File: config.mk
export PLATFORM = sky130hd
export DESIGN_NAME = operand_fetch
export DESIGN_NICKNAME = d
export VERILOG_FILES = /design/src/rtl/opf_pkg.sv /design/src/rtl/opf_scoreboard.sv /design/src/rtl/operand_fetch.sv
export SDC_FILE = /design/constraint.sdc
export NUM_CORES = 1
export LEC_CHECK = 0
export CAP_MARGIN = 0
export CORE_ASPECT_RATIO = 1.4
export CORE_UTILIZATION = 49
export CTS_CLUSTER_SIZE = 8
export DETAILED_ROUTE_END_ITERATION = 8
export PLACE_DENSITY = 0.87
export SYNTH_ARGS = -nofsm -noshare
export SYNTH_HDL_FRONTEND = slang
export SYNTH_SLANG_ARGS = --single-unit
File: constraint.sdc
create_clock -name clk -period 3.9 [get_ports clk]
set_input_delay 0.39 -clock clk [delete_from_list [all_inputs] [get_ports clk]]
set_output_delay 0.39 -clock clk [all_outputs]
set_load 0.02 [all_outputs]
File: src/rtl/opf_pkg.sv
// Shared widths and operand-select helpers for the operand fetch stage.
package opf_pkg;
  localparam int NUM_REGS = 16;
  localparam int REG_W    = 32;
  localparam int IDX_W    = 5;
  localparam int OP_W     = 6;
  localparam int SEL_W    = $clog2(NUM_REGS);

  localparam logic [IDX_W-1:0] NUM_REGS_IDX = IDX_W'(NUM_REGS);

  function automatic logic idx_legal(input logic [IDX_W-1:0] idx);
    return idx < NUM_REGS_IDX;
  endfunction

  // Index 0 and out-of-range indices read as zero; a same-cycle writeback beats the bank.
  function automatic logic [REG_W-1:0] sel_operand(
    input logic [IDX_W-1:0] idx,
    input logic [REG_W-1:0] rd,
    input logic             wb_we,
    input logic [IDX_W-1:0] wb_dr,
    input logic [REG_W-1:0] wb_data
  );
    if (idx == '0 || !idx_legal(idx)) return '0;
    else if (wb_we && wb_dr == idx)   return wb_data;
    else                              return rd;
  endfunction
endpackage

File: src/rtl/opf_scoreboard.sv
// Pending-write scoreboard: tracks registers with an in-flight write and flags RAW hazards.
module opf_scoreboard
  import opf_pkg::*;
(
  input  logic             clk,
  input  logic             reset,
  input  logic             set_i,
  input  logic [IDX_W-1:0] set_idx_i,
  input  logic             clr_i,
  input  logic [IDX_W-1:0] clr_idx_i,
  input  logic [IDX_W-1:0] sr1_i,
  input  logic [IDX_W-1:0] sr2_i,
  output logic             stall_o
);
  logic [NUM_REGS-1:0] pend_q, pend_d;

  function automatic logic hazard(input logic [IDX_W-1:0] idx,
                                  input logic [NUM_REGS-1:0] pend,
                                  input logic clr,
                                  input logic [IDX_W-1:0] clr_idx);
    return (idx != '0) && idx_legal(idx) && pend[idx[SEL_W-1:0]] &&
           !(clr && clr_idx == idx);
  endfunction

  // Clear first so a same-cycle set of the same bit wins.
  always_comb begin
    pend_d = pend_q;
    if (clr_i && idx_legal(clr_idx_i)) pend_d[clr_idx_i[SEL_W-1:0]] = 1'b0;
    if (set_i) pend_d[set_idx_i[SEL_W-1:0]] = 1'b1;
    pend_d[0] = 1'b0;
  end

  always_ff @(posedge clk) begin
    if (reset) pend_q <= '0;
    else       pend_q <= pend_d;
  end

  assign stall_o = hazard(sr1_i, pend_q, clr_i, clr_idx_i) ||
                   hazard(sr2_i, pend_q, clr_i, clr_idx_i);
endmodule

File: src/rtl/operand_fetch.sv
// Operand fetch stage: reads/forwards sources, stalls on RAW hazards, registers the ALU bundle.
module operand_fetch
  import opf_pkg::*;
(
  input  logic             clk,
  input  logic             reset,
  input  logic             in_valid,
  output logic             in_ready,
  input  logic [IDX_W-1:0] in_sr1,
  input  logic [IDX_W-1:0] in_sr2,
  input  logic [IDX_W-1:0] in_dr,
  input  logic             in_we,
  input  logic [OP_W-1:0]  in_op,
  input  logic [REG_W-1:0] in_imm,
  output logic [IDX_W-1:0] rf_sr1,
  output logic [IDX_W-1:0] rf_sr2,
  input  logic [REG_W-1:0] rf_rd1,
  input  logic [REG_W-1:0] rf_rd2,
  input  logic             wb_we,
  input  logic [IDX_W-1:0] wb_dr,
  input  logic [REG_W-1:0] wb_data,
  output logic             out_valid,
  input  logic             out_ready,
  output logic [REG_W-1:0] out_a,
  output logic [REG_W-1:0] out_b,
  output logic [REG_W-1:0] out_imm,
  output logic [OP_W-1:0]  out_op,
  output logic [IDX_W-1:0] out_dr,
  output logic             out_we,
  output logic             out_illegal,
  output logic [15:0]      stall_cnt
);
  logic             stall, accept, illegal, set_en;
  logic             valid_q, valid_d, we_q, we_d, ill_q, ill_d;
  logic [REG_W-1:0] a_q, a_d, b_q, b_d, imm_q, imm_d;
  logic [OP_W-1:0]  op_q, op_d;
  logic [IDX_W-1:0] dr_q, dr_d, sr1_q, sr1_d, sr2_q, sr2_d;
  logic [15:0]      cnt_q, cnt_d;

  assign rf_sr1   = in_sr1;
  assign rf_sr2   = in_sr2;
  assign in_ready = (!valid_q || out_ready) && !stall;
  assign accept   = in_valid && in_ready;
  assign illegal  = !idx_legal(in_sr1) || !idx_legal(in_sr2) || (in_we && !idx_legal(in_dr));
  assign set_en   = accept && in_we && (in_dr != '0) && !illegal;

  opf_scoreboard u_sb (
    .clk       (clk),
    .reset     (reset),
    .set_i     (set_en),
    .set_idx_i (in_dr),
    .clr_i     (wb_we),
    .clr_idx_i (wb_dr),
    .sr1_i     (in_sr1),
    .sr2_i     (in_sr2),
    .stall_o   (stall)
  );

  always_comb begin
    valid_d = valid_q;
    a_d = a_q;  b_d = b_q;  imm_d = imm_q;  op_d = op_q;
    dr_d = dr_q;  we_d = we_q;  ill_d = ill_q;
    sr1_d = sr1_q;  sr2_d = sr2_q;
    cnt_d = cnt_q;
    if (accept) begin
      valid_d = 1'b1;
      a_d     = sel_operand(in_sr1, rf_rd1, wb_we, wb_dr, wb_data);
      b_d     = sel_operand(in_sr2, rf_rd2, wb_we, wb_dr, wb_data);
      imm_d   = in_imm;
      op_d    = in_op;
      dr_d    = in_dr;
      we_d    = in_we;
      ill_d   = illegal;
      sr1_d   = in_sr1;
      sr2_d   = in_sr2;
    end else if (valid_q && out_ready) begin
      valid_d = 1'b0;
    end else if (valid_q) begin
      // Held operands for index 0 / illegal are already zero, so reselecting keeps them zero.
      a_d = sel_operand(sr1_q, a_q, wb_we, wb_dr, wb_data);
      b_d = sel_operand(sr2_q, b_q, wb_we, wb_dr, wb_data);
    end
    if (in_valid && stall && cnt_q != 16'hFFFF) cnt_d = cnt_q + 16'd1;
  end

  always_ff @(posedge clk) begin
    if (reset) begin
      valid_q <= 1'b0;
      a_q <= '0;  b_q <= '0;  imm_q <= '0;  op_q <= '0;
      dr_q <= '0;  we_q <= 1'b0;  ill_q <= 1'b0;
      sr1_q <= '0;  sr2_q <= '0;
      cnt_q <= '0;
    end else begin
      valid_q <= valid_d;
      a_q <= a_d;  b_q <= b_d;  imm_q <= imm_d;  op_q <= op_d;
      dr_q <= dr_d;  we_q <= we_d;  ill_q <= ill_d;
      sr1_q <= sr1_d;  sr2_q <= sr2_d;
      cnt_q <= cnt_d;
    end
  end

  assign out_valid   = valid_q;
  assign out_a       = a_q;
  assign out_b       = b_q;
  assign out_imm     = imm_q;
  assign out_op      = op_q;
  assign out_dr      = dr_q;
  assign out_we      = we_q;
  assign out_illegal = ill_q;
  assign stall_cnt   = cnt_q;
endmodule

Word level (Yosys, flattened, before mapping)
Cells that the tools add are included.
- $add $sub $neg: 1
- multipliers: 0
- divide/modulo/power cells: 0
- $lt $le $gt $ge: 12
- eq/ne operators: 6
- shift operators: 0
- multiplexer cells: 26
- bitwise operators: 3
- reduce and logical (&&, ||, !) cells: 53
- operators with widths (operator ; number):
    2-to-1 mux 32 bit ; 14
    2-to-1 mux 16 bit ; 2
    < comparator 5 bit (second input constant) ; 6
    logical AND 1 bit ; 22
    == test 5 bit ; 4
    zero test 5 bit ; 4
    < comparator 4 x 5 -> 1 bit (second input constant) ; 4
    adder 16 x 1 -> 16 bit (second input constant) ; 1
    bitwise AND 16 bit ; 1
    != test 16 bit (second input constant) ; 1
    inverter 16 bit ; 1
    OR 16 bit ; 1
    nonzero test 5 bit ; 3
    zero test 1 bit ; 10
    binary-select mux 1 bit (select 4 bit) ; 2
    demux 1 bit (select 4 bit) ; 2
    greater-or-equal comparator 4 x 1 -> 1 bit (second input constant) ; 2
    logical OR 1 bit ; 8
    2-to-1 mux 1 bit ; 6
    AND reduction 3 bit ; 2
    nonzero test 3 bit ; 2
    nonzero test 2 bit ; 2
    != test 2 bit (second input constant) ; 1
- bits in registers: 152
- latch bits: 0
- bits in writable memories: 0
- memory bits (read-only): 0
- input bits: 160
- output and inout bits: 137
- word-level logic and storage cells: 114
- memories kept: 0

Longest topological paths before layout
Gate-level depths: netlist of run 1.
- word-level depth: 12
- depth in mapped cells: 10

Modules after synthesis
A second synthesis of run 1 with hierarchy kept.
- cells, all modules: 1035
- area total of the unflattened synthesis: 8858.5 um^2
- modules (own cells, without submodules) (module ; instances ; cells an instance ; area each (um^2) ; sequential area each (um^2)):
    operand_fetch ; 1 ; 907 ; 7798.7 ; 2722.6
    opf_scoreboard ; 1 ; 128 ; 1059.8 ; 300.3

Least setup slack after synthesis of run 1
Ideal clock, no wire load.
- path type: input -> register
- start point: input in_sr2[0]
- end point: register b_q[31] (netlist: out_b[31])
- setup time: 91 ps
- arrival: 2454 ps
- data required time: 3809 ps
- path slack: 1355 ps
- stages on the path: 8
- buffers on the path: 2
- cell sequence: buf_2 > mux4_2 > and2_1 > o311a_4 > nor3_4 > clkbuf_1 > nand3_1 > a311oi_1
- word-level cells in the longest chain between the ends: 10
- elaborated cells between the ends (all ways): 24
- ends and longest elaborated chain (what ; RTL line ; text):
    start, declared ; operand_fetch.sv:10 ; input logic [IDX_W-1:0] in_sr2,
    binary-select mux 1 bit (select 4 bit), or another cell as far along ; opf_scoreboard.sv:21 ; return (idx != '0) && idx_legal(idx) && pend[idx[SEL_W-1:0]] &&
    2-to-1 mux 1 bit (not written as such), or another cell as far along ; opf_scoreboard.sv:21 ;
    logical AND 1 bit / zero test 1 bit (equally long branches) ; opf_scoreboard.sv:21, opf_scoreboard.sv:22 ;
    logical AND 1 bit ; opf_scoreboard.sv:21 ;
    logical OR 1 bit ; opf_scoreboard.sv:38 ; assign stall_o = hazard(sr1_i, pend_q, clr_i, clr_idx_i) ||
    zero test 1 bit ; operand_fetch.sv:42 ; assign in_ready = (!valid_q || out_ready) && !stall;
    logical AND 1 bit ; operand_fetch.sv:42 ;
    logical AND 1 bit ; operand_fetch.sv:43 ; assign accept = in_valid && in_ready;
    != test 2 bit (no line), or another cell as far along ; n/a ;
    AND reduction 3 bit (no line) ; n/a ;
    end signal, assigned ; operand_fetch.sv:89 ; a_q <= '0; b_q <= '0; imm_q <= '0; op_q <= '0;
    end signal, assigned ; operand_fetch.sv:95 ; a_q <= a_d; b_q <= b_d; imm_q <= imm_d; op_q <= op_d;
    end, declared ; operand_fetch.sv:35 ; logic [REG_W-1:0] a_q, a_d, b_q, b_d, imm_q, imm_d;
Several ways; a longest one is shown, not always the timed one. The select of a mux whose other input is x is not followed.
A chain may end at the register's enable or synchronous reset.

Worst setup path in the final report of run 1
- start point: input in_sr1[1]
- end point: output in_ready
- word-level cells in the longest chain between the ends: 7
- elaborated cells between the ends (all ways): 13
- ends and longest elaborated chain (what ; RTL line ; text):
    start, declared ; operand_fetch.sv:9 ; input logic [IDX_W-1:0] in_sr1,
    binary-select mux 1 bit (select 4 bit), or another cell as far along ; opf_scoreboard.sv:21 ;
    2-to-1 mux 1 bit (not written as such), or another cell as far along ; opf_scoreboard.sv:21 ;
    logical AND 1 bit / zero test 1 bit (equally long branches) ; opf_scoreboard.sv:21, opf_scoreboard.sv:22 ;
    logical AND 1 bit (*) ; opf_scoreboard.sv:21 ;
    logical OR 1 bit (*) ; opf_scoreboard.sv:38 ;
    zero test 1 bit (*) ; operand_fetch.sv:42 ;
    logical AND 1 bit (*) ; operand_fetch.sv:42 ;
    end, declared ; operand_fetch.sv:8 ; output logic in_ready,
Mark *: on every way between the ends. The rest lies on a longest branch, timed or not. The select of a mux whose other input is x is not followed.

==> metrics.csv, run 1 <==
stage,metric,value,unit
final_layout,area_growth,44.8,%
grt,antenna_found_initial,3,
placed_design,gp_congestion,0.909,
timing,setup_tns,0,ps
clock_tree,post_cts_buffers,0,
die,fp.dieW,110,um
timing,slew_headroom,0.369,
timing,rsz0062_at_grt,no,
clock_tree,numClockSinks,151,
drt,drtIter0Drc,652,
final_layout,post-route-util,0.736,
logic_synthesis,yosysTopAreaCellShare,0.378,
clock_tree,cts_root_buffer,clkbuf_16,
die,rows,54,
critical_path,crit_path_end_kind,output pin,
critical_path,crit_path_max_fanout,12,
outcome,status,"finished, final reports clean",
logic_synthesis,seq_area_frac_synth,0.378,
logic_synthesis,yosys_warnings,0,
drt,vias_per_cell,6.13,
grt,grt_usage,0.328,
critical_path,crit_family,buffers and inverters,
die,die_h,153,um
grt,grt_pass1_vias,8535,
placed_design,dpl.hpwl,19500,um
clock_tree,cts_resized,0,
critical_path,critPathKind,in -> out,
clock_tree,clk_path_buf_depth,2,
logic_synthesis,async_flop_share,0,
critical_path,crit_path_top_delay_cell,clkdlybuf4s50_1,
timing,fmax,282,MHz
clock_tree,cts_buffers,17,
logic_synthesis,synth.distinct_cells,49,
logic_synthesis,ys.flop_type,dfxtp_1,
power_and_ir_drop,leakage,3.84,nW
logic_synthesis,synth_most_common_cell,nand2_1,
run,drv_cap,0,
final_layout,drive_above_1_share,0.0723,
timing,finalCriticalPeriod,3550,ps
drt,antenna_left,0,
die,start_util,0.508,
logic_synthesis,syn_nets,1209,
drt,first_pass_iters,5,
clock_tree,postCtsHoldBufs,0,
timing,setup_viol,0,
logic_synthesis,postSynthAreaPerCell,7.63,um2
die,die_area,0.0168,mm2
die,boundaryPins,297,
logic_synthesis,synth.ff_latch_count,151,
logic_synthesis,synth_area_leader_cell,dfxtp_1,
die,core-area,0.0157,mm2
drt,wire_per_inst,18.7,um
critical_path,crit_top_cell,clkdlybuf4s50_1,
power_and_ir_drop,ir_worst_vdd,434,uV
placed_design,io_buffers,296,
critical_path,startpoint_type,input port,
timing,finalHoldViolCount,0,
clock_tree,cts_tree,done,
critical_path,slowest_delay,770,ps
critical_path,crit_chain,clkdlybuf4s50_1 -> nor2b_1 -> a2111oi_0 -> o41ai_2 -> o311ai_1 -> buf_4 -> and3_1 -> clkdlybuf4s50_1,
hold_path,min_path_type,reg -> reg,
logic_synthesis,yosys-top-cells-count,"210 x nand2_1, 151 x dfxtp_1, 77 x nor2_1",
final_layout,nFillCells,1208,
timing,tightest_slew,943,ps
timing,period_share,0.909,
clock_tree,htree_levels,4,
drt,drc_errors,0,
clock_tree,clk_pin_slew,60,ps
critical_path,arrival,3160,ps
power_and_ir_drop,p_total,4.62,mW
logic_synthesis,synthTopCellsByArea,"dfxtp_1 38%, nand2_1 9.9%, a311oi_1 7.0%",
logic_synthesis,synth_area,0.00800,mm2
timing,finalClockSkew,8.05,ps
critical_path,cp_data_required_time,3510,ps
timing,slew_viol_final,0,
logic_synthesis,syn_inst,1048,
grt,grt_pass1_wl,43300,um
final_layout,final_cells,1486,
critical_path,worst-path-buf-inv,3,
power_and_ir_drop,power_density,398,mW/mm2
logic_synthesis,synth_edf_count,0,
grt,overflow,0,
final_layout,final_nets,1435,
grt,grt_start_max_net_pins,94,
placed_design,placedCellCount,1451,
clock_tree,clock_latency,430,ps
drt,drt-total-wl,27800,um
drt,num_vias,9113,
==> stage by stage <==
step           cell area, um2  hold WS [ps]  setup WS (ps)
6_report                11600           452            354
5_1_grt                 11600           476            296
4_1_cts                 11600           454            440
3_5_place_dp            11000           446            249
3_3_place_gp            11000           440            370
2_1_floorplan            8000           450           1350
==> layout make-up <==
class,instances,area [um2],area share
Timing Repair Buffer,331,3300,0.285
Clock inverter,14,170,0.0147
Inverter,4,15.0,0.00130
Multi-Input combinational cell,769,4390,0.379
Clock buffer,18,439,0.0379
Sequential cell,151,3020,0.261
Tap cell,196,245,0.0212
Antenna cell,3,7.51,0.000648
==> worst paths after layout <==
kind | start | to | slack [ps] | depth (start not counted)
worst min-delay path | out_op[3] | out_op[3] | 450 | 2
worst max-delay path | in_sr1[1] | in_ready | 350 | 8
worst min register to register | out_op[3] | out_op[3] | 450 | 2
worst max register to register | u_sb.pend_q[15] | stall_cnt[14] | 1030 | 7
==> placed cells by master (no fill, tap or decap), types with 8 or more instances in the layout <==
cell type        count
nand3_1             74
o22ai_1             12
nand3b_1             9
xor2_1              16
clkdlybuf4s50_1    295
buf_4               30
or3_1               11
a21oi_1             70
nand2_1            209
o21ai_0              8
nor4_1              69
a31oi_1             64
and3_1               9
nor2_1              75
clkbuf_16           17
dfxtp_1            151
a311oi_1            64
==> per-layer routing <==
layer,part of all wire,up-vias,global-route usage
li1,-,4289,-
met1,0.36,4177,0.352
met2,0.48,523,0.540
met3,0.098,124,0.104
met4,0.063,0,0.222
met5,0,-,0
==> registers in the layout, indices dropped and copies added (netlist names), 5 cells and up <==
register     flops
out_a           32
out_b           32
out_dr           5
out_imm         32
out_op           6
sr1_q            5
sr2_q            5
stall_cnt       16
u_sb.pend_q     15
==> cells by family after synthesis <==
kind of cell               share of synthesized area
AOI/OAI and AO/OA                              0.210
xor gates and xnor gates                      0.0219
adders and majority gates                    0.00156
buffers and inverters                         0.0787
DFF                                            0.378
muxes                                         0.0205
and+or+nand+nor                                0.290
==> tightest hold or removal path, delay by kind of cell, from the launching register on <==
| family | cells | cell delay, ps |
|---|---|---|
| flip-flops | 1 | 310 |
| AO/OA/AOI/OAI | 1 | 50 |
| AND/OR/NAND/NOR | 1 | 50 |
==> report_power, final <==
group / internal [mW] / total (mW) / switching [mW]
combinational: 0.526 / 1.18 / 0.651
sequential: 1.66 / 1.73 / 0.0686
clock: 1.03 / 1.71 / 0.683
No activity file was read; power rests on OpenSTA's default activity.
==> run 2: changes to the inputs <==
--- a/config.mk
+++ b/config.mk
@@ -6,11 +6,11 @@
 export NUM_CORES = 1
 export LEC_CHECK = 0
 export CAP_MARGIN = 0
-export CORE_ASPECT_RATIO = 1.4
-export CORE_UTILIZATION = 49
+export CORE_ASPECT_RATIO = 0.8
+export CORE_UTILIZATION = 35
 export CTS_CLUSTER_SIZE = 8
 export DETAILED_ROUTE_END_ITERATION = 8
-export PLACE_DENSITY = 0.87
+export PLACE_DENSITY = 0.66
 export SYNTH_ARGS = -nofsm -noshare
 export SYNTH_HDL_FRONTEND = slang
 export SYNTH_SLANG_ARGS = --single-unit
==> metrics.csv, run 2 (same netlist as run 1, synthesis figures left out) <==
stage,metric,value,unit,change
outcome,status,"finished, final reports clean",,
clock_tree,postCtsHoldBufs,0,,unchanged
drt,vias_per_cell,5.53,,-9.8%
grt,overflow,0,,unchanged
placed_design,gp_congestion,0.848,,-6.6%
clock_tree,cts_tree,done,,
final_layout,drive_above_1_share,0.0715,,-0.000721
timing,finalClockSkew,11.8,ps,+3.75 ps
drt,num_vias,8812,,-3.3%
clock_tree,clk_pin_slew,70,ps,about the same
drt,first_pass_iters,5,,unchanged
clock_tree,htree_levels,4,,unchanged
power_and_ir_drop,ir_worst_vdd,262,uV,-40%
critical_path,critPathKind,in -> out,,
critical_path,arrival,3180,ps,+20 ps
timing,finalCriticalPeriod,3570,ps,+28.4 ps
final_layout,area_growth,46.2,%,
placed_design,io_buffers,296,,unchanged
timing,period_share,0.916,,+0.00728
timing,slew_headroom,0.404,,+0.0351
drt,wire_per_inst,18.0,um,-3.4%
grt,grt_start_max_net_pins,80,,-15%
clock_tree,cts_root_buffer,clkbuf_16,,
die,rows,49,,-9.3%
clock_tree,clk_path_buf_depth,2,,unchanged
timing,tightest_slew,895,ps,-48.5 ps
clock_tree,post_cts_buffers,0,,unchanged
final_layout,regArea,0.00302,mm2,unchanged
power_and_ir_drop,leakage,3.83,nW,-0.22%
placed_design,placed_area,0.0111,mm2,+1.3%
drt,drc_errors,0,,unchanged
die,die_area,0.0235,mm2,+39%
die,die_h,137,um,-10%
timing,rsz0062_at_grt,no,,
final_layout,final_nets,1434,,-0.070%
die,boundaryPins,297,,unchanged
timing,fmax,280,MHz,-0.79%
hold_path,min_path_type,reg -> reg,,
clock_tree,clock_latency,420,ps,about the same
placed_design,dpl.hpwl,19400,um,-0.28%
final_layout,layout_common_cells,"295 x clkdlybuf4s50_1, 209 x nand2_1, 151 x dfxtp_1",,
grt,grt_pass1_wl,44600,um,+3.2%
grt,antenna_found_initial,0,,-3
grt,grt_usage,0.241,,-0.0870
final_layout,multi_input_area,0.00440,mm2,+0.20%
timing,setup_tns,0,ps,unchanged
final_layout,final_cells,1593,,+7.2%
run,drv_cap,0,,unchanged
clock_tree,cts_resized,0,,unchanged
clock_tree,numClockSinks,151,,unchanged
die,core-area,0.0224,mm2,+43%
timing,setup_viol,0,,unchanged
critical_path,cp_data_required_time,3510,ps,about the same
grt,grt_pass1_vias,8008,,-6.2%
die,start_util,0.356,,-0.152
final_layout,nFillCells,2161,,+79%
drt,antenna_left,0,,unchanged
drt,drt-total-wl,28800,um,+3.5%
critical_path,startpoint_type,input port,,
placed_design,placedCellCount,1560,,+7.5%
power_and_ir_drop,power_density,392,mW/mm2,-1.7%
clock_tree,cts_buffers,17,,unchanged
die,fp.dieW,171,um,+56%
critical_path,crit_path_max_fanout,11,,-1
final_layout,final_common_cell,clkdlybuf4s50_1,,
drt,drtIter0Drc,700,,+7.4%
timing,whs,453,ps,+1.38 ps
timing,slew_viol_final,0,,unchanged
final_layout,design_area,0.0117,mm2,+0.92%
timing,finalHoldViolCount,0,,unchanged
critical_path,crit_path_end_kind,output pin,,
## run 2: cell types whose count changed in the layout (fill, tap and decap cells not counted)
cell	delta
inv_8	+4
clkinv_2	-2
clkinv_4	+3
buf_4	-1
bufinv_16	-2
diode_2	-2
a31oi_4	+1
a31oi_2	-1
clkinvlp_4	-2
clkbuf_8	-1
## run 2: final timing paths
check / start / end / slack [ps] / cells after the start
min reg2reg: out_imm[4] / out_imm[4] / 450 / 2
max: in_sr2[1] / in_ready / 330 / 6
max reg2reg: u_sb.pend_q[7] / out_b[12] / 990 / 7
min: out_imm[4] / out_imm[4] / 450 / 2
## run 2: layer usage
layer	track usage	wire length [um]
met1	0.331	13100
met2	0.373	12800
met3	0.0681	2470
met4	0.0561	337
met5	0	0
## run 2: layout make-up
class / instances / area share
inverter: 4 / 0.00128
clock buffer: 17 / 0.0364
tap: 306 / 0.0327
sequential: 151 / 0.259
clock inverter: 15 / 0.0134
antenna: 1 / 0.000214
timing repair buffer: 330 / 0.281
multi-input combinational: 769 / 0.376
## run 2: critical path: stages
cell	delay, ps
clkdlybuf4s50_1	750
mux4_2	360
and2_1	190
o311ai_1	590
and3_1	290
clkdlybuf4s50_1	610
## run 2: stage by stage
stage	worst slack, ps	power, mW	utilization
2_1_floorplan	1350	2.37	-
3_3_place_gp	322	2.93	0.495
3_5_place_dp	280	2.94	0.495
4_1_cts	356	4.61	0.521
5_1_grt	201	4.79	0.521
6_report	326	4.58	0.521
## run 2: power breakdown
group / total [mW] / switching [mW] / internal (mW)
Clock: 1.67 / 0.762 / 0.907
Sequential: 1.72 / 0.0652 / 1.66
Combinational: 1.19 / 0.660 / 0.525
Total: 4.58 / 1.49 / 3.09
==> run 3: changes to the inputs <==
--- a/config.mk
+++ b/config.mk
@@ -7,6 +7,7 @@
 export LEC_CHECK = 0
 export CAP_MARGIN = 0
 export CORE_ASPECT_RATIO = 0.8
+export CORE_MARGIN = 1.5
 export CORE_UTILIZATION = 35
 export CTS_CLUSTER_SIZE = 8
 export DETAILED_ROUTE_END_ITERATION = 8
==> constraint.sdc (replaced) <==
create_clock -name clk -period 3.7 [get_ports clk]
set_input_delay 0.37 -clock clk [delete_from_list [all_inputs] [get_ports clk]]
set_output_delay 0.37 -clock clk [all_outputs]
set_load 0.02 [all_outputs]
==> metrics.csv, run 3 (same netlist as run 1, synthesis figures left out) <==
stage,metric,value,unit,change
grt,antenna_found_initial,1,,+1
run,drv_cap,0,,unchanged
clock_tree,numClockSinks,151,,unchanged
critical_path,cp_data_required_time,3330,ps,-180 ps
grt,grt_pass1_vias,8427,,+5.2%
critical_path,crit_path_end_kind,output pin,,
grt,overflow,0,,unchanged
final_layout,design_area,0.0117,mm2,-0.24%
timing,finalClockSkew,15.9,ps,+4.14 ps
die,die_h,138,um,+0.73%
drt,antenna_left,0,,unchanged
timing,finalHoldViolCount,0,,unchanged
timing,setup_tns,0,ps,unchanged
final_layout,antenna_cells,0,,-1
die,fp.dieW,172,um,+0.58%
critical_path,rr_worst_depth,7,,unchanged
clock_tree,clk_path_buf_depth,2,,unchanged
clock_tree,postCtsHoldBufs,0,,unchanged
critical_path,crit_path_max_fanout,12,,+1
grt,grt_pass1_wl,46100,um,+3.3%
power_and_ir_drop,power_density,409,mW/mm2,+4.5%
hold_path,min_path_type,reg -> reg,,
final_layout,post-route-util,0.520,,-0.00123
hold_path,min_to,out_imm[30],,
timing,fmax,292,MHz,
clock_tree,cts_tree,done,,
critical_path,arrival,3050,ps,-130 ps
timing,slew_headroom,0.267,,-0.137
die,die_area,0.0238,mm2,+1.3%
timing,slew_viol_final,0,,unchanged
drt,wire_per_inst,18.4,um,+1.9%
critical_path,r2r-end,out_a[14],,
die,rows,49,,unchanged
drt,drtIter0Drc,858,,+23%
timing,period_share,0.925,,
die,core-area,0.0224,mm2,unchanged
die,start_util,0.356,,unchanged
timing,rsz0062_at_grt,no,,
hold_path,hp-start,out_imm[30],,
placed_design,placed_area,0.0111,mm2,about the same
drt,first_pass_iters,5,,unchanged
clock_tree,clock_latency,430,ps,about the same
clock_tree,post_cts_buffers,0,,unchanged
critical_path,startpoint_type,input port,,
critical_path,critPathKind,in -> out,,
clock_tree,clk_pin_slew,60,ps,about the same
drt,drt-total-wl,29300,um,+1.9%
clock_tree,cts_root_buffer,clkbuf_16,,
clock_tree,cts_buffers,17,,unchanged
drt,num_vias,8946,,+1.5%
power_and_ir_drop,leakage,3.82,nW,-0.24%
final_layout,layout_common_cells,"295 x clkdlybuf4s50_1, 209 x nand2_1, 151 x dfxtp_1",,
final_layout,final_common_cell,clkdlybuf4s50_1,,
timing,timing.final.ws_setup,276,ps,-50.2 ps
clock_tree,htree_levels,4,,unchanged
timing,tightest_slew,1100,ps,+205 ps
final_layout,area_growth,45.8,%,
grt,grt_start_max_net_pins,99,,+24%
placed_design,gp_congestion,0.870,,+2.6%
timing,whs,455,ps,+1.80 ps
die,boundaryPins,297,,unchanged
power_and_ir_drop,ir_worst_vdd,305,uV,+16%
final_layout,nFillCells,2153,,-0.37%
placed_design,io_buffers,296,,unchanged
drt,vias_per_cell,5.62,,+1.5%
placed_design,dpl.hpwl,19600,um,+1.0%
final_layout,drive_above_1_share,0.0723,,+0.000721
placed_design,detailedPlace.worstSlack,256,ps,-24.5 ps
clock_tree,cts_resized,0,,unchanged
critical_path,reg2reg_slack,1010,ps,+20 ps
grt,grt_usage,0.244,,+0.00251
hold_path,hold-path-cell-count,2,,unchanged
critical_path,r2r_start,u_sb.pend_q[7],,
drt,drc_errors,0,,unchanged
final_layout,final_nets,1435,,+0.070%
timing,setup_viol,0,,unchanged
timing,finalCriticalPeriod,3420,ps,
outcome,status,"finished, final reports clean",,
==> run 3: cell count changes in the layout (fill, tap and decap cells not counted) <==
| cell | delta |
|---|---|
| diode_2 | -1 |
| clkinv_2 | +1 |
| buf_12 | -1 |
| inv_8 | -1 |
| buf_4 | +2 |
| clkinv_8 | +1 |
| clkinv_4 | -1 |
| inv_6 | +1 |
| bufinv_16 | -1 |
==> run 3: per-layer routing <==
metal  vias up  global-route usage  part of all wire
met3        38              0.0719             0.095
met2       408               0.367              0.44
met5         -                   0                 0
li1       4290                   -                 -
met4         0              0.0696             0.021
met1      4210               0.337              0.45
==> run 3: metrics by stage <==
stage,instances,total power [mW]
after floorplan,1048,2.50
final,1593,4.77
after global placement,1561,3.09
after global routing,1593,4.99
after detailed placement,1561,3.10
after CTS,1593,4.81
==> run 3: how the worst max path moves through the flow <==
stage / endpoint / cells past startpoint / start
floorplan: out_b[31] / 8 / in_sr2[0]
global placement: out_a[17] / 9 / in_sr2[1]
detailed placement: out_a[17] / 9 / in_sr2[1]
CTS: in_ready / 8 / in_sr1[1]
global route: in_ready / 8 / in_sr1[1]
finish: in_ready / 6 / in_sr2[1]
==> run 3: cell type report <==
type                            count  area [um2]  area share
Sequential cell                   151        3020       0.259
Clock inverter                     15         136      0.0117
Tap cell                          306         383      0.0328
Clock buffer                       17         425      0.0365
Multi-Input combinational cell    769        4400       0.377
Timing Repair Buffer              331        3290       0.282
Inverter                            4        15.0     0.00129
==> run 3: critical path: stages <==
cell	delay, ps
clkdlybuf4s50_1	810
mux4_2	390
and2_1	190
o311ai_1	400
and3_1	260
clkdlybuf4s50_1	630
==> run 3: power breakdown <==
part	total (mW)	internal [mW]	switching [mW]	leakage [nW]
Clock	1.70	0.889	0.815	0.274
Combinational	1.25	0.553	0.700	2.31
Sequential	1.82	1.75	0.0699	1.24
==> patch, RTL diff (flow settings as in run 1) <==
Make the reset (`reset`) asynchronous in 2 clocked blocks.
--- a/src/rtl/opf_scoreboard.sv
+++ b/src/rtl/opf_scoreboard.sv
@@ -31,5 +31,5 @@
   end
 
-  always_ff @(posedge clk) begin
+  always_ff @(posedge clk or posedge reset) begin
     if (reset) pend_q <= '0;
     else       pend_q <= pend_d;
--- a/src/rtl/operand_fetch.sv
+++ b/src/rtl/operand_fetch.sv
@@ -84,5 +84,5 @@
   end
 
-  always_ff @(posedge clk) begin
+  always_ff @(posedge clk or posedge reset) begin
     if (reset) begin
       valid_q <= 1'b0;
Function: differs if reset is asserted again (counterexample within 4 cycles, from zero or initial values and one cycle with reset high); with reset held inactive, the same outputs for 4 cycles.
==> patch against run 1 <==
Critical path type unchanged; sequential cell count unchanged; area after synthesis down 12%; final area down 8.4%; setup slack better by 0.14 ns; global-route usage down 3.3 points; hold slack better by 0.039 ns; wire length down 21%; combinational power up 62%; power up 21%.
==> patch: results (changes against run 1) <==
metric	value	unit	change
status	completed		
min_from	out_op[3]		
ys_types	47		-4.1%
first_global_vias	6278		-26%
cts.path.max_buffers	2		unchanged
routabilityCongestion	0.946		+4.1%
async_flop_share	1.00		+1.00
fin_nets	1006		-30%
antenna_found_initial	5		+2
critPathArrivalTime	3.01	ns	-0.15 ns
ys_seq_area_frac	0.535		+0.157
synth_area_leaders	dfrtp_1 (53%), a22o_1 (7.9%), a21o_1 (6.8%), mux2_1 (6.1%), xnor2_1 (3.0%)		
drt_wl_total	21.8	mm	-21%
clock_latency	0.41	ns	-0.02 ns
drt_iter0_drc	257		-61%
reg2reg_from	u_sb.pend_q[5]		
worst_pin_slew	1.05	ns	+0.106 ns
yosys-top-cells-count	dfrtp_1 (151), a21o_1 (64), a22o_1 (64)		
vdd_drop_max	290	uV	-33%
cp-startpoint	in_sr2[0]		
vias_per_cell	5.72		-6.8%
avgSynthCellArea	12.4	um2	+63%
yosysTopAreaCell	dfrtp_1		
grt_first_pass_wirelength	33.7	mm	-22%
layout-drive-gt1-share	0.0862		+0.0140
hpwlAfterDp	16.1	mm	-17%
firstDrtPassIters	4		-1
clock_skew	0.00989	ns	+0.00184 ns
grt_max_degree	65		-31%
cp_max_fo	8		-4
track_usage	0.295		-0.0334
syn_nets	729		-40%
wl_per_cell	20.9	um	+12%
-- patch: changes by cell type after synthesis, sizes merged, moves of 65 or more --
cell / before / now
dfxtp: 151 / 0
nand3: 75 / 6
dfrtp: 0 / 151
nor4: 70 / 2
a31oi: 66 / 1
nand2: 210 / 19
-- patch: worst paths after layout --
kind,to,slack (ns),cells past startpoint
hold / removal,out_op[3],0.49,1
setup / recovery,in_ready,0.50,7
hold reg to reg,out_op[3],0.49,1
max in group asynchronous,out_imm[31],2.44,3
min in group asynchronous,stall_cnt[13],0.61,2
setup reg to reg,out_b[13],0.96,9
-- patch: cell families after synthesis --
kind of cell	Yosys count	share of synthesized area
AOI/OAI and AO/OA	175	0.190
xor gates and xnor gates	35	0.0434
adders and majority gates	1	0.00177
buffers and inverters	51	0.0485
DFF	151	0.535
muxes	68	0.113
and+or+nand+nor	87	0.0692
-- patch: where the power goes --
part / leakage, nW / switching [W] / total [W] / internal [W]
Combinational: 2.65 / 0.000917 / 0.00191 / 0.000998
Sequential: 1.90 / 0.000235 / 0.00212 / 0.00189
Clock: 0.265 / 0.000663 / 0.00157 / 0.000905
-- patch: final cells by class --
cell class              count  area, um2  share of cell area
well taps                 185        231              0.0218
repair buffers            307       3070               0.289
multi-input cells         366       2950               0.278
inverters                   2       11.3             0.00106
clock inverters            12        120              0.0113
diodes                      3       7.51            0.000707
flip-flops and latches    151       3780               0.356
clock buffers              20        447              0.0421
-- patch: critical path, delay by kind of cell --
kind / cells / cell delay, ns
compound gates: 1 / 0.28
buf+inv: 2 / 1.36
mux: 2 / 0.73
simple gates: 2 / 0.23
-- patch: through the flow --
stage / area (um2) / hold WS (ns)
after floorplan: 7070 / 0.482
after global placement: 10000 / 0.472
after detailed placement: 10000 / 0.481
after CTS: 10600 / 0.495
after global routing: 10600 / 0.507
final: 10600 / 0.491
-- patch: layer usage --
layer  part of all wire  track usage
met5             0.0014            0
met2               0.54        0.540
met3              0.082       0.0789
met4              0.033        0.124
met1               0.34        0.324
